$ cat src/rtl/fp32_pkg.sv
// Shared single-precision constants and divider FSM encodings.
package fp32_pkg;

  localparam int unsigned WIDTH         = 32;
  localparam int unsigned EXPONENTWIDTH = 8;
  localparam int unsigned MANTISSAWIDTH = 23;
  localparam int unsigned BIAS          = 127;
  localparam int unsigned QBITS         = 25;

  localparam logic [WIDTH-1:0]         QNAN    = 32'h7FC0_0000;
  localparam logic [EXPONENTWIDTH-1:0] EXP_MAX = 8'hFF;

  typedef enum logic [1:0] {
    LOAD  = 2'd0,
    DIV   = 2'd1,
    ROUND = 2'd2,
    DONE  = 2'd3
  } state_t;

endpackage

$ cat src/rtl/fp32_classify.sv
// Combinational operand classifier; subnormals are reported as zero.
module fp32_classify
  import fp32_pkg::*;
(
  input  logic [WIDTH-1:0]         x,
  output logic                     is_zero,
  output logic                     is_inf,
  output logic                     is_nan,
  output logic [MANTISSAWIDTH:0]   sig24
);

  logic [EXPONENTWIDTH-1:0] exp_f;
  logic [MANTISSAWIDTH-1:0] frac_f;
  logic                     unused_sign;

  assign exp_f       = x[WIDTH-2 -: EXPONENTWIDTH];
  assign frac_f      = x[MANTISSAWIDTH-1:0];
  assign unused_sign = x[WIDTH-1];

  assign is_zero = (exp_f == '0);
  assign is_inf  = (exp_f == EXP_MAX) && (frac_f == '0);
  assign is_nan  = (exp_f == EXP_MAX) && (frac_f != '0);
  assign sig24   = {1'b1, frac_f};

endmodule

$ cat src/rtl/divide_f32_seq.sv
// Sequential fp32 divider: rst doubles as start, rdy flags a held result.
// Restoring radix-2 mantissa division, one quotient bit per clock, RNE rounding.
module divide_f32_seq
  import fp32_pkg::*;
(
  input  logic             clk,
  input  logic             rst,
  input  logic [WIDTH-1:0] num,
  input  logic [WIDTH-1:0] den,
  output logic             rdy,
  output logic [WIDTH-1:0] quo
);

  localparam int unsigned SIG_W = MANTISSAWIDTH + 1;
  localparam int unsigned REM_W = SIG_W + 2;
  localparam int unsigned EXP_W = 10;
  localparam int unsigned CNT_W = 5;

  state_t                   state;
  logic                     sgn;
  logic [SIG_W-1:0]         mb;
  logic [REM_W-1:0]         rem;
  logic [QBITS-1:0]         q;
  logic [CNT_W-1:0]         cnt;
  logic signed [EXP_W-1:0]  e;
  logic [WIDTH-1:0]         res;

  logic                     a_zero, a_inf, a_nan;
  logic                     b_zero, b_inf, b_nan;
  logic [SIG_W-1:0]         ma_c, mb_c;

  fp32_classify u_cls_num (
    .x       (num),
    .is_zero (a_zero),
    .is_inf  (a_inf),
    .is_nan  (a_nan),
    .sig24   (ma_c)
  );

  fp32_classify u_cls_den (
    .x       (den),
    .is_zero (b_zero),
    .is_inf  (b_inf),
    .is_nan  (b_nan),
    .sig24   (mb_c)
  );

  // Special-operand screening at load time
  logic             s_c;
  logic             special_c;
  logic [WIDTH-1:0] spec_val_c;
  logic [EXP_W-1:0] ea_c, eb_c;

  assign s_c  = num[WIDTH-1] ^ den[WIDTH-1];
  assign ea_c = EXP_W'(num[WIDTH-2 -: EXPONENTWIDTH]);
  assign eb_c = EXP_W'(den[WIDTH-2 -: EXPONENTWIDTH]);

  always_comb begin
    special_c  = 1'b1;
    spec_val_c = QNAN;
    if (a_nan || b_nan || (a_zero && b_zero) || (a_inf && b_inf)) begin
      spec_val_c = QNAN;
    end else if (a_inf || b_zero) begin
      spec_val_c = {s_c, EXP_MAX, MANTISSAWIDTH'(0)};
    end else if (a_zero || b_inf) begin
      spec_val_c = {s_c, (WIDTH-1)'(0)};
    end else begin
      special_c = 1'b0;
    end
  end

  // One restoring-division step
  logic                 ge_c;
  logic [REM_W-1:0]     diff_c;
  logic [REM_W-1:0]     rem_nxt_c;

  assign ge_c      = (rem >= REM_W'(mb));
  assign diff_c    = ge_c ? (rem - REM_W'(mb)) : rem;
  assign rem_nxt_c = {diff_c[REM_W-2:0], 1'b0};

  // Round-to-nearest-even and exponent range handling
  logic                     up_c;
  logic                     carry_c;
  logic [MANTISSAWIDTH-1:0] frac_c;
  logic signed [EXP_W-1:0]  e_rnd_c;
  logic [WIDTH-1:0]         rnd_res_c;

  always_comb begin
    up_c      = q[0] && ((rem != '0) || q[1]);
    carry_c   = up_c && (&q[QBITS-1:1]);
    frac_c    = q[MANTISSAWIDTH:1] + MANTISSAWIDTH'(up_c);
    e_rnd_c   = carry_c ? (e + EXP_W'(1)) : e;
    rnd_res_c = {sgn, e_rnd_c[EXPONENTWIDTH-1:0], frac_c};
    if (e_rnd_c >= $signed(EXP_W'(EXP_MAX))) begin
      rnd_res_c = {sgn, EXP_MAX, MANTISSAWIDTH'(0)};
    end else if (e_rnd_c <= $signed(EXP_W'(0))) begin
      rnd_res_c = {sgn, (WIDTH-1)'(0)};
    end
  end

  // Controller and datapath registers
  always_ff @(posedge clk or posedge rst) begin
    if (rst) begin
      state <= LOAD;
      sgn   <= 1'b0;
      mb    <= '0;
      rem   <= '0;
      q     <= '0;
      cnt   <= '0;
      e     <= '0;
      res   <= '0;
      rdy   <= 1'b0;
      quo   <= '0;
    end else begin
      case (state)
        LOAD: begin
          sgn <= s_c;
          mb  <= mb_c;
          cnt <= '0;
          q   <= '0;
          if (special_c) begin
            res   <= spec_val_c;
            state <= DONE;
          end else begin
            if (ma_c < mb_c) begin
              rem <= {1'b0, ma_c, 1'b0};
              e   <= $signed(ea_c - eb_c + EXP_W'(BIAS - 1));
            end else begin
              rem <= REM_W'(ma_c);
              e   <= $signed(ea_c - eb_c + EXP_W'(BIAS));
            end
            state <= DIV;
          end
        end
        DIV: begin
          q   <= {q[QBITS-2:0], ge_c};
          rem <= rem_nxt_c;
          if (cnt == CNT_W'(QBITS - 1)) begin
            state <= ROUND;
          end else begin
            cnt <= cnt + CNT_W'(1);
          end
        end
        ROUND: begin
          quo   <= rnd_res_c;
          rdy   <= 1'b1;
          state <= DONE;
        end
        DONE: begin
          if (!rdy) begin
            quo <= res;
            rdy <= 1'b1;
          end
        end
        default: state <= LOAD;
      endcase
    end
  end

endmodule

$ cat config.mk
export PLATFORM = sky130hd
export DESIGN_NAME = divide_f32_seq
export DESIGN_NICKNAME = d
export VERILOG_FILES = /design/src/rtl/fp32_pkg.sv /design/src/rtl/fp32_classify.sv /design/src/rtl/divide_f32_seq.sv
export SDC_FILE = /design/constraint.sdc
export NUM_CORES = 1
export LEC_CHECK = 0
export ABC_CLOCK_PERIOD_IN_PS = 10350
export BUFFER_PORTS_ARGS = -buffer_cell sky130_fd_sc_hd__buf_2
export CORE_MARGIN = 2
export CORE_UTILIZATION = 65
export DETAILED_ROUTE_END_ITERATION = 7
export GPL_TIMING_DRIVEN = 1
export PLACE_DENSITY = 0.87
export RECOVER_POWER = 100
export SYNTH_ARGS = -nofsm -noshare
export SYNTH_HDL_FRONTEND = slang
export SYNTH_HIERARCHICAL = 1
export SYNTH_SLANG_ARGS = --single-unit
$ cat constraint.sdc
create_clock -name clk -period 10.35 [get_ports clk]
set_input_delay 2.07 -clock clk [delete_from_list [all_inputs] [get_ports clk]]
set_output_delay 2.07 -clock clk [all_outputs]
set_load 0.01 [all_outputs]
==> results of run 1 <==
==> kinds of logic (layout without fill, tap and decap cells) <==
family / after synthesis / in the layout / synth area share, %
AND/OR/NAND/NOR: 368 / 368 / 18.6
XOR/XNOR: 57 / 57 / 5.05
AO/OA/AOI/OAI: 295 / 295 / 19.7
other: 2 / 2 / 0.0760
flip-flops: 129 / 129 / 32.7
buffers and inverters: 178 / 215 / 9.93
adder cells (fa/ha/maj): 70 / 70 / 9.01
multiplexers: 46 / 46 / 4.95
==> routing by layer <==
layer,up-vias,track usage (%),part of all wire [%]
met5,-,0,0
met3,134,7.08,7.7
met1,4151,39.2,40
met2,448,53.2,47
li1,4126,-,-
met4,0,16.7,5.3
==> synthesized netlist by cell type (all sizes together), types with 4 or more instances <==
master and n:
nand2 135, dfrtp 129, o21ai 79, inv 78, ha 68, a21oi 64
nor2 63, buf 57, xnor2 39, clkbuf 37, nand3 34, nor3 27
a22o 25, nand4 24, nor4 24, mux2 23, mux2i 23, o22ai 18
xor2 18, o21a 14, a21o 12, a211oi 10, a221oi 9, nand2b 9
or2 9, or4 9, and3 8, o31ai 8, a31oi 7, o211ai 7
and2 6, a21boi 5, a221o 5, and4 5, or3 5, a211o 4
o31a 4
==> power groups by stage <==
| stage | Combinational, W | Clock, W | Sequential (W) |
|---|---|---|---|
| finish | 0.000149 | 0.000623 | 0.000520 |
| floorplan | 0.000109 | 0 | 0.000529 |
| detailed placement | 0.000148 | 0 | 0.000528 |
| global placement | 0.000143 | 0 | 0.000528 |
| global route | 0.000163 | 0.000648 | 0.000521 |
| CTS | 0.000149 | 0.000623 | 0.000519 |
==> layout make-up <==
| cell class | count | area, µm² | area share, % |
|---|---|---|---|
| Clock buffer | 17 | 425 | 4.04 |
| Sequential cell | 129 | 3230 | 30.7 |
| Multi-Input combinational cell | 838 | 5670 | 53.9 |
| Tap cell | 188 | 235 | 2.24 |
| Inverter | 80 | 302 | 2.87 |
| Clock inverter | 14 | 184 | 1.75 |
| Timing Repair Buffer | 104 | 480 | 4.57 |
==> critical path, cell delays in order <==
cell and delay [ns]:
clkbuf_1 0.11, nor4_1 0.73, nand4_1 0.22, o21ba_1 0.25, or4_1 0.54, nor3_1 0.31
nand2_1 0.47, o21ai_0 1.54, nand2_1 0.76, a21oi_1 0.33, o21ai_0 0.12, o221a_2 0.18
==> through the flow <==
step           hold slack [ns]  util, %
6_report                 0.483     70.0
5_1_grt                  0.516     70.0
4_1_cts                  0.486     70.6
3_5_place_dp             0.475     66.5
3_3_place_gp             0.459     66.5
2_1_floorplan            0.464        -
==> final timing paths <==
check / start / end
setup / recovery: den[16] / rem[22]
hold / removal: quo[31] / quo[31]
setup reg to reg: state[0] / rem[22]
hold reg to reg: quo[31] / quo[31]
max in group asynchronous: rst / e[6]
min in group asynchronous: rst / mb[16]
==> placed cells by master, fill, tap and decap left out, types with 8 or more instances in the layout <==
| cell | n |
|---|---|
| inv_1 | 77 |
| o21ai_0 | 79 |
| nor3_1 | 27 |
| nand3_1 | 34 |
| o22ai_1 | 18 |
| nor2_1 | 62 |
| nand2b_1 | 9 |
| a211oi_1 | 10 |
| nand2_1 | 135 |
| a221oi_1 | 9 |
| clkbuf_16 | 17 |
| xnor2_1 | 39 |
| dfrtp_1 | 129 |
| a21o_1 | 12 |
| a22o_1 | 25 |
| xor2_1 | 18 |
| nand4_1 | 20 |
| clkbuf_1 | 38 |
| mux2_2 | 22 |
| nor4_1 | 24 |
| ha_1 | 68 |
| a21oi_1 | 64 |
| o21a_1 | 14 |
| mux2i_1 | 23 |
| or2_2 | 8 |
| buf_2 | 63 |
==> sequential cells by signal, indices dropped and copies added (netlist names) <==
name,cells
cnt,5
e,10
mb,24
q,25
quo,32
rdy,1
rem,26
res,3
sgn,1
state,2
==> results.yml, run 1 <==
synth:
  synthTopCellsByArea: "dfrtp_1, ha_1, nand2_1"
  synth_area_leader_cell: "dfrtp_1"
  synth_area_um2: 9880
  synth_nets: 1281
  syn_inst: 1145
  synth.distinct_cells: 77
  synth-edff-count: 0
  ys.flop_type: "dfrtp_1"
  yosysWarnings: 6
  synth_top_area_share_pct: 32.7
  ys_ff_latch: 129
  async_reset_ff_share_pct: 100
  yosysSeqAreaShare_pct: 32.7
  syn_avg_cell_area_um2: 8.63
power:
  swShare_pct: 26.0
  p_int_w: 0.000956
  power_frac_seq_pct: 40.2
  power_leakage_nw: 4.77
  power_frac_clock_pct: 48.2
  combPwrFrac_pct: 11.5
  vdd_drop_max_mv: 0.112
  total_power_w: 0.00129
  power.density_nw_per_um2: 123
  switchingPower_w: 0.000336
die:
  fp.dieArea_um2: 16200
  io-pin-count: 99
  row_count: 45
  core_area_um2: 15000
  die_y_um: 127
  die_x_um: 127
  start_util_pct: 65.7
clock_network:
  cts_tree: "built"
  numCtsBuffers: 17
  cts_hold_buf: 0
  numClockSinks: 129
  clk_pin_slew_ns: 0.06
  cts_resized: 0
  cts_root_buf: "clkbuf_16"
  cts_setup_buffers: 0
  cts_buffer_depth: 2
  htreeDepth: 4
  clk_latency_ns: 0.43
place:
  dp.cells: 1339
  dp_hpwl_um: 18800
  place_area_um2: 10000
  dp_slack_ns: 4.22
  gp_congestion: 1.00
  port_buffers: 98
sta:
  fin_worst_skew_ns: 0.00823
  rsz0062_at_grt: "false"
  finalCritPeriodShare_pct: 70.7
  slew_headroom_pct: -124
  tightest_slew_ns: 3.33
  finalHoldViolations: 0
  timing.fmax_ghz: 0.137
  finalMaxSlewViolations: 220
  setup_violations: 0
  layout_setup_ws_ns: 3.03
  fin_setup_tns_ns: 0
  min_period_ns: 7.32
outcome:
  violations: "max-capacitance violations, max-slew violations"
  status: "complete, but fails checks"
route:
  dr_total_vias: 8859
  first_iter_violations: 843
  first_pass_iters: 6
  drt_wl_total_um: 25600
  wl_per_cell_um: 18.7
  ant_nets: 0
  vias_per_cell: 6.47
  drc: 0
finish:
  layout-drive-gt1-share_pct: 12.1
  fillers: 1134
  area_growth_pct: 6.49
  instances_no_fill: 1370
  fin_area_um2: 10500
  final_nets: 1306
  diodes: 0
worst_setup_path:
  endpoint_kind: "flop"
  cp_max_fo: 28
  worst_ep_required_time_ns: 10.65
  reg2reg_slack_ns: 3.75
  start_kind: "primary input"
  cp_data_arrival_time_ns: 7.62
  critPathKind: "primary input to flop"
  reg2reg_depth: 9
worst_hold_path:
  min_path_type: "flop to flop"
  whs_path_depth: 2
global_route:
  grt_pass1_wl_um: 41500
  antenna_found_initial: 0
  grt_pass1_vias: 8322
  grt_max_degree: 87
  grt-ovfl-total: 0
  grt_usage_pct: 32.0
job:
  drv_cap: 5
Power figures use the tool's default switching activity.
==> run 2, diff against run 1 <==
--- a/config.mk
+++ b/config.mk
@@ -5,13 +5,13 @@
 export SDC_FILE = /design/constraint.sdc
 export NUM_CORES = 1
 export LEC_CHECK = 0
-export ABC_CLOCK_PERIOD_IN_PS = 10350
+export ABC_CLOCK_PERIOD_IN_PS = 6800
 export BUFFER_PORTS_ARGS = -buffer_cell sky130_fd_sc_hd__buf_2
 export CORE_MARGIN = 2
-export CORE_UTILIZATION = 65
+export CORE_UTILIZATION = 61
 export DETAILED_ROUTE_END_ITERATION = 7
 export GPL_TIMING_DRIVEN = 1
-export PLACE_DENSITY = 0.87
+export PLACE_DENSITY = 0.82
 export RECOVER_POWER = 100
 export SYNTH_ARGS = -nofsm -noshare
 export SYNTH_HDL_FRONTEND = slang
==> constraint.sdc (replaced) <==
create_clock -name clk -period 6.8 [get_ports clk]
set_input_delay 1.36 -clock clk [delete_from_list [all_inputs] [get_ports clk]]
set_output_delay 1.36 -clock clk [all_outputs]
set_load 0.01 [all_outputs]
==> run 2 against run 1 <==
Effect of this change:
- sequential share of layout area hardly changed
- register-to-register slack worse by 1.6 ns
- global-route usage is 2.2 points lower
- the flow still finishes with violations (max-capacitance violations, max-slew violations)
- die area is 6.4% higher
- sequential cell count stayed put
- hold slack worse by 0.0036 ns
- largest cell class unchanged
- critical path type unchanged
- worst setup slack worse by 1.7 ns
- clock power is 48% higher
- non-clock buffer count stayed put
==> results.yml, run 2 (synthesis results as in run 1) <==
outcome:
  status: "complete, but fails checks"
  violations: "max-capacitance violations, max-slew violations"
clock_network:
  numCtsBuffers: 17
  cts_buffer_depth: 2
  cts_root_buf: "clkbuf_16"
  htreeDepth: 4
  clk_pin_slew_ns: 0.07
  cts_tree: "built"
  cts_setup_buffers: 0
  cts_resized: 0
  clk_latency_ns: 0.44
  cts_hold_buf: 0
  numClockSinks: 129
sta:
  timing.fmax_ghz: 0.184
  rsz0062_at_grt: "false"
  min_period_ns: 5.43
  fin_setup_tns_ns: 0
  setup_violations: 0
  finalCritPeriodShare_pct: 79.9
  slew_headroom_pct: -141
  fin_worst_skew_ns: 0.00926
  layout_setup_ws_ns: 1.37
  tightest_slew_ns: 3.59
  finalHoldViolations: 0
  finalMaxSlewViolations: 150
die:
  io-pin-count: 99
  start_util_pct: 62.2
  die_x_um: 131
  die_y_um: 131
  fp.dieArea_um2: 17200
  core_area_um2: 15900
  row_count: 46
power:
  swShare_pct: 28.3
  vdd_drop_max_mv: 0.182
  power_frac_clock_pct: 47.6
  power.density_nw_per_um2: 185
  power_leakage_nw: 4.74
  combPwrFrac_pct: 11.7
  switchingPower_w: 0.000549
  power_frac_seq_pct: 40.7
  p_int_w: 0.00139
worst_setup_path:
  cp_max_fo: 18
  reg2reg_slack_ns: 2.16
  critPathKind: "primary input to flop"
  cp_data_arrival_time_ns: 5.76
  start_kind: "primary input"
  regToRegEndpoint: "rem[24]"
  r2r-start: "state[0]"
  endpoint_kind: "flop"
  worst_ep_required_time_ns: 7.13
  reg2reg_depth: 8
route:
  drt_wl_total_um: 25400
  ant_nets: 0
  first_pass_iters: 6
  dr_total_vias: 8625
  drc: 0
  first_iter_violations: 742
  wl_per_cell_um: 18.1
  vias_per_cell: 6.17
place:
  dp_slack_ns: 1.43
  port_buffers: 98
  dp_hpwl_um: 18800
  gp_congestion: 0.960
finish:
  diodes: 0
  final_nets: 1306
  multi_input_area_um2: 5650
  largest-register: "quo"
  final_cell_mix: "nand2_1, dfrtp_1, inv_1, o21ai_0, ha_1"
  regArea_um2: 3230
  area_growth_pct: 6.34
  layout_commonest_cell: "nand2_1"
  fillers: 1309
  top_regs: "quo x32, rem x26, q x25"
  largest_register_ffs: 32
  layout-drive-gt1-share_pct: 12.0
worst_hold_path:
  whs_path_depth: 2
  hold_end: "quo[31]"
  hold_start: "quo[31]"
  min_path_type: "flop to flop"
global_route:
  grt_pass1_wl_um: 41700
  grt_usage_pct: 29.8
  grt_max_degree: 79
  antenna_found_initial: 0
  grt_pass1_vias: 8335
  grt-ovfl-total: 0
job:
  drv_cap: 3
## run 2: cell count changes in the layout (fill, tap and decap cells not counted), moves of 2 or more
cell	change
bufinv_16	-2
clkinv_4	-6
clkinvlp_4	+2
inv_6	+5
inv_8	+3
o21ai_0	-2
o21ai_2	+2
## run 2: how the worst max path moves through the flow
| stage | slack (ns) | end | from | depth (start not counted) |
|---|---|---|---|---|
| detailed placement | 1.43 | rem[22] | den[1] | 12 |
| floorplan | 2.00 | cnt[0] | rst | 1 |
| global route | 1.14 | rem[13] | den[17] | 12 |
| finish | 1.37 | rem[22] | den[17] | 11 |
| global placement | 1.56 | rem[22] | den[16] | 12 |
| CTS | 1.85 | rem[4] | den[1] | 11 |
## run 2: final cells by class
| type | instances | share of cell area, % |
|---|---|---|
| well taps | 216 | 2.57 |
| inverters | 80 | 2.87 |
| clock buffers | 17 | 4.05 |
| clock inverters | 15 | 1.51 |
| multi-input cells | 838 | 53.7 |
| repair buffers | 104 | 4.55 |
| flip-flops and latches | 129 | 30.7 |
## run 2: critical path: stages
cell and delay [ns]:
clkbuf_1 0.11, inv_1 0.10, ha_1 0.30, a211o_1 0.29, a21oi_1 0.44, a21o_1 0.30
a311oi_1 0.08, nor2_1 1.26, clkbuf_1 0.84, mux2_2 0.43, o221a_2 0.23
## run 2: power groups by stage
stage / sequential [W] / clock, W / combinational (W)
2_1_floorplan: 0.000805 / 0 / 0.000167
5_1_grt: 0.000792 / 0.000965 / 0.000251
6_report: 0.000791 / 0.000924 / 0.000228
3_3_place_gp: 0.000804 / 0 / 0.000222
4_1_cts: 0.000790 / 0.000929 / 0.000230
3_5_place_dp: 0.000805 / 0 / 0.000227
## run 2: metal layers
| layer | up-vias | global-route usage (%) | routed length [µm] |
|---|---|---|---|
| met1 | 4044 | 36.8 | 10400 |
| met4 | 0 | 17.6 | 1360 |
| met5 | - | 0 | 0 |
| met3 | 106 | 5.56 | 1620 |
| li1 | 4128 | - | - |
| met2 | 347 | 48.9 | 12000 |
## run 2: metrics by stage
stage	cell area, µm²	util, %	power [W]	hold WS [ns]	instances
detailed placement	10000	63.2	0.00103	0.466	1367
global placement	10000	63.2	0.00103	0.461	1367
finish	10500	66.2	0.00194	0.479	1399
global route	10500	66.2	0.00201	0.521	1399
CTS	10600	66.9	0.00195	0.480	1399
floorplan	9880	-	0.000972	0.464	1145
==> run 3, diff against run 2 <==
--- a/config.mk
+++ b/config.mk
@@ -5,7 +5,8 @@
 export SDC_FILE = /design/constraint.sdc
 export NUM_CORES = 1
 export LEC_CHECK = 0
-export ABC_CLOCK_PERIOD_IN_PS = 6800
+export ABC_AREA = 1
+export ABC_CLOCK_PERIOD_IN_PS = 5000
 export BUFFER_PORTS_ARGS = -buffer_cell sky130_fd_sc_hd__buf_2
 export CORE_MARGIN = 2
 export CORE_UTILIZATION = 61
==> constraint.sdc (replaced) <==
create_clock -name clk -period 5 [get_ports clk]
set_input_delay 1 -clock clk [delete_from_list [all_inputs] [get_ports clk]]
set_output_delay 1 -clock clk [all_outputs]
set_load 0.01 [all_outputs]
==> run 3 against run 2 <==
Effect of this change:
- the flow still finishes with violations (max-capacitance violations, max-slew violations)
- highest routed layer unchanged
- largest cell class unchanged
- final cell count increased by 32%
- first-iteration DRC count increased by 38%
- utilization increased by 0.35 points
==> results.yml, run 3 <==
sta:
  layout_setup_ws_ns: 0.996
  timing.fmax_ghz: 0.250
  setup_violations: 0
  finalMaxSlewViolations: 165
  fin_worst_skew_ns: 0.0135
  finalHoldViolations: 0
  fin_setup_tns_ns: 0
  slew_headroom_pct: -110
  min_period_ns: 4.00
  rsz0062_at_grt: "false"
  tightest_slew_ns: 3.14
  finalCritPeriodShare_pct: 80.1
worst_setup_path:
  endpoint_kind: "flop"
  worst_ep_required_time_ns: 5.36
  max_stage_delay_ns: 0.50
  slowest_stage: "nand3_1"
  crit_path_cell_trace: "nand2_1 -> inv_2 -> nand2_2 -> nor2_4 -> nand2_2 -> nor2_8 -> nand3_1 -> nand2_1 -> nand2_1 -> inv_1 -> nor2_4 -> nand3_1 -> nand2_2 -> inv_1 -> nand3_1 -> nand2_1"
  cp_max_fo: 20
  cp_data_arrival_time_ns: 4.37
  cpMostUsedCell: "nand2_1"
  critPathKind: "flop to flop"
  start_kind: "flop"
place:
  gp_congestion: 0.943
  place_area_um2: 11100
  dp_hpwl_um: 20700
  port_buffers: 98
  dp_slack_ns: 1.05
clock_network:
  cts_root_buf: "clkbuf_16"
  cts_hold_buf: 0
  htreeDepth: 4
  cts_resized: 0
  clk_latency_ns: 0.43
  clk_pin_slew_ns: 0.06
  cts_setup_buffers: 0
  numClockSinks: 129
  cts_buffer_depth: 2
  cts_tree: "built"
  numCtsBuffers: 17
global_route:
  grt_max_degree: 79
  grt_pass1_wl_um: 45400
  antenna_found_initial: 0
  grt_pass1_vias: 9582
  grt-ovfl-total: 0
  grt_usage_pct: 30.4
finish:
  layout_commonest_cell: "nand2_1"
  area_growth_pct: 6.64
  fin_util_pct: 66.5
  fin_area_um2: 11500
  top_regs: "quo x32, rem x26, q x25"
  largest_register_ffs: 32
  layout-drive-gt1-share_pct: 9.46
  final_cell_mix: "nand2_1, inv_1, nor2_1"
  final_nets: 1751
  diodes: 0
  largest-register: "quo"
synth:
  syn_avg_cell_area_um2: 6.82
  yosysWarnings: 6
  synth-edff-count: 0
  yosysSeqAreaShare_pct: 29.9
  synth_nets: 1717
  synth_top_area_share_pct: 29.9
  syn_inst: 1581
  synth_area_um2: 10800
  synth.distinct_cells: 54
  synth_area_leader_cell: "dfrtp_1"
  synth.most_common_cell: "nand2_1"
  ys.flop_type: "dfrtp_1"
  ys_ff_latch: 129
  synthTopCellsByArea: "dfrtp_1, nand2_1, ha_1"
  async_reset_ff_share_pct: 100
  ys_top_cells_by_count: "nand2_1, inv_1, nor2_1"
route:
  dr_total_vias: 10331
  ant_nets: 0
  drt_wl_total_um: 27800
  first_iter_violations: 1026
  wl_per_cell_um: 15.0
  drc: 0
  vias_per_cell: 5.58
  first_pass_iters: 6
outcome:
  violations: "max-capacitance violations, max-slew violations"
  status: "complete, but fails checks"
job:
  drv_cap: 3
die:
  row_count: 48
  die_x_um: 137
  fp.dieArea_um2: 18800
  io-pin-count: 99
  start_util_pct: 62.4
  core_area_um2: 17300
  die_y_um: 137
power:
  vdd_drop_max_mv: 0.246
  power_leakage_nw: 6.00
  power.density_nw_per_um2: 251
worst_hold_path:
  min_path_type: "flop to flop"
## run 3: cell count changes after synthesis, moves of 12 or more
cell     before  now
a21oi_1      64   84
a22o_1       25    0
inv_1        78  209
mux2_2       23    0
mux2i_1      23    0
nand2_1     135  410
nand3_1      34   68
nor2_1       62  168
nor4_1       24    6
o21a_1       14    2
o21ai_0      77   97
o22ai_1      18   34
xnor2_1      39   10
xor2_1       18   35
## run 3: worst paths after layout
path                              start       to  slack (ns)  cells after the start
worst max-delay path              q[16]   quo[5]         1.0                     16
worst min-delay path            quo[13]  quo[13]        0.48                      2
worst max register to register    q[16]   quo[5]         1.0                     16
worst min register to register  quo[13]  quo[13]        0.48                      2
max in group asynchronous           rst     e[9]        1.51                      2
min in group asynchronous           rst    mb[4]        1.70                      2
## run 3: cell families (layout without fill, tap and decap cells)
family          after synthesis  after routing  synth area share (%)
buf+inv                     316            363                  13.2
fa+ha+maj                    70             70                  8.26
other cells                   2              2                0.0696
xor+xnor                     45             45                  3.65
flops                       129            129                  29.9
compound gates              261            261                  13.9
simple gates                758            758                  31.0
## run 3: critical path: cells and delay by family (launching register included)
family	cells	cell delay, ns
buffers and inverters	3	0.78
flip-flops	1	0.42
AND/OR/NAND/NOR	13	2.70
## run 3: metrics by stage
step	power, W	hold slack, ns	instances
3_5_place_dp	0.00171	0.461	1821
6_report	0.00288	0.477	1853
5_1_grt	0.00302	0.503	1853
2_1_floorplan	0.00159	0.448	1581
3_3_place_gp	0.00169	0.453	1821
4_1_cts	0.00290	0.477	1853
## run 3: routing by layer
layer	up-vias	GRT usage [%]	share of wire, %
met5	-	0	0
li1	5146	-	-
met2	368	49.8	46
met1	4756	40.4	44
met3	61	4.81	6.5
met4	0	11.8	2.8
## run 3: power by group
group	switching [W]	internal, W	leakage, nW
sequential	0.0000456	0.00109	1.60
clock	0.000543	0.000657	0.276
combinational	0.000354	0.000192	4.13
## run 3: final cells by class
| class | count | area, µm² |
|---|---|---|
| clock buffers | 17 | 425 |
| clock inverters | 15 | 138 |
| fillers | 1616 | 5790 |
| inverters | 224 | 841 |
| multi-input cells | 1136 | 6080 |
| flip-flops and latches | 129 | 3230 |
| well taps | 225 | 282 |
| repair buffers | 107 | 510 |
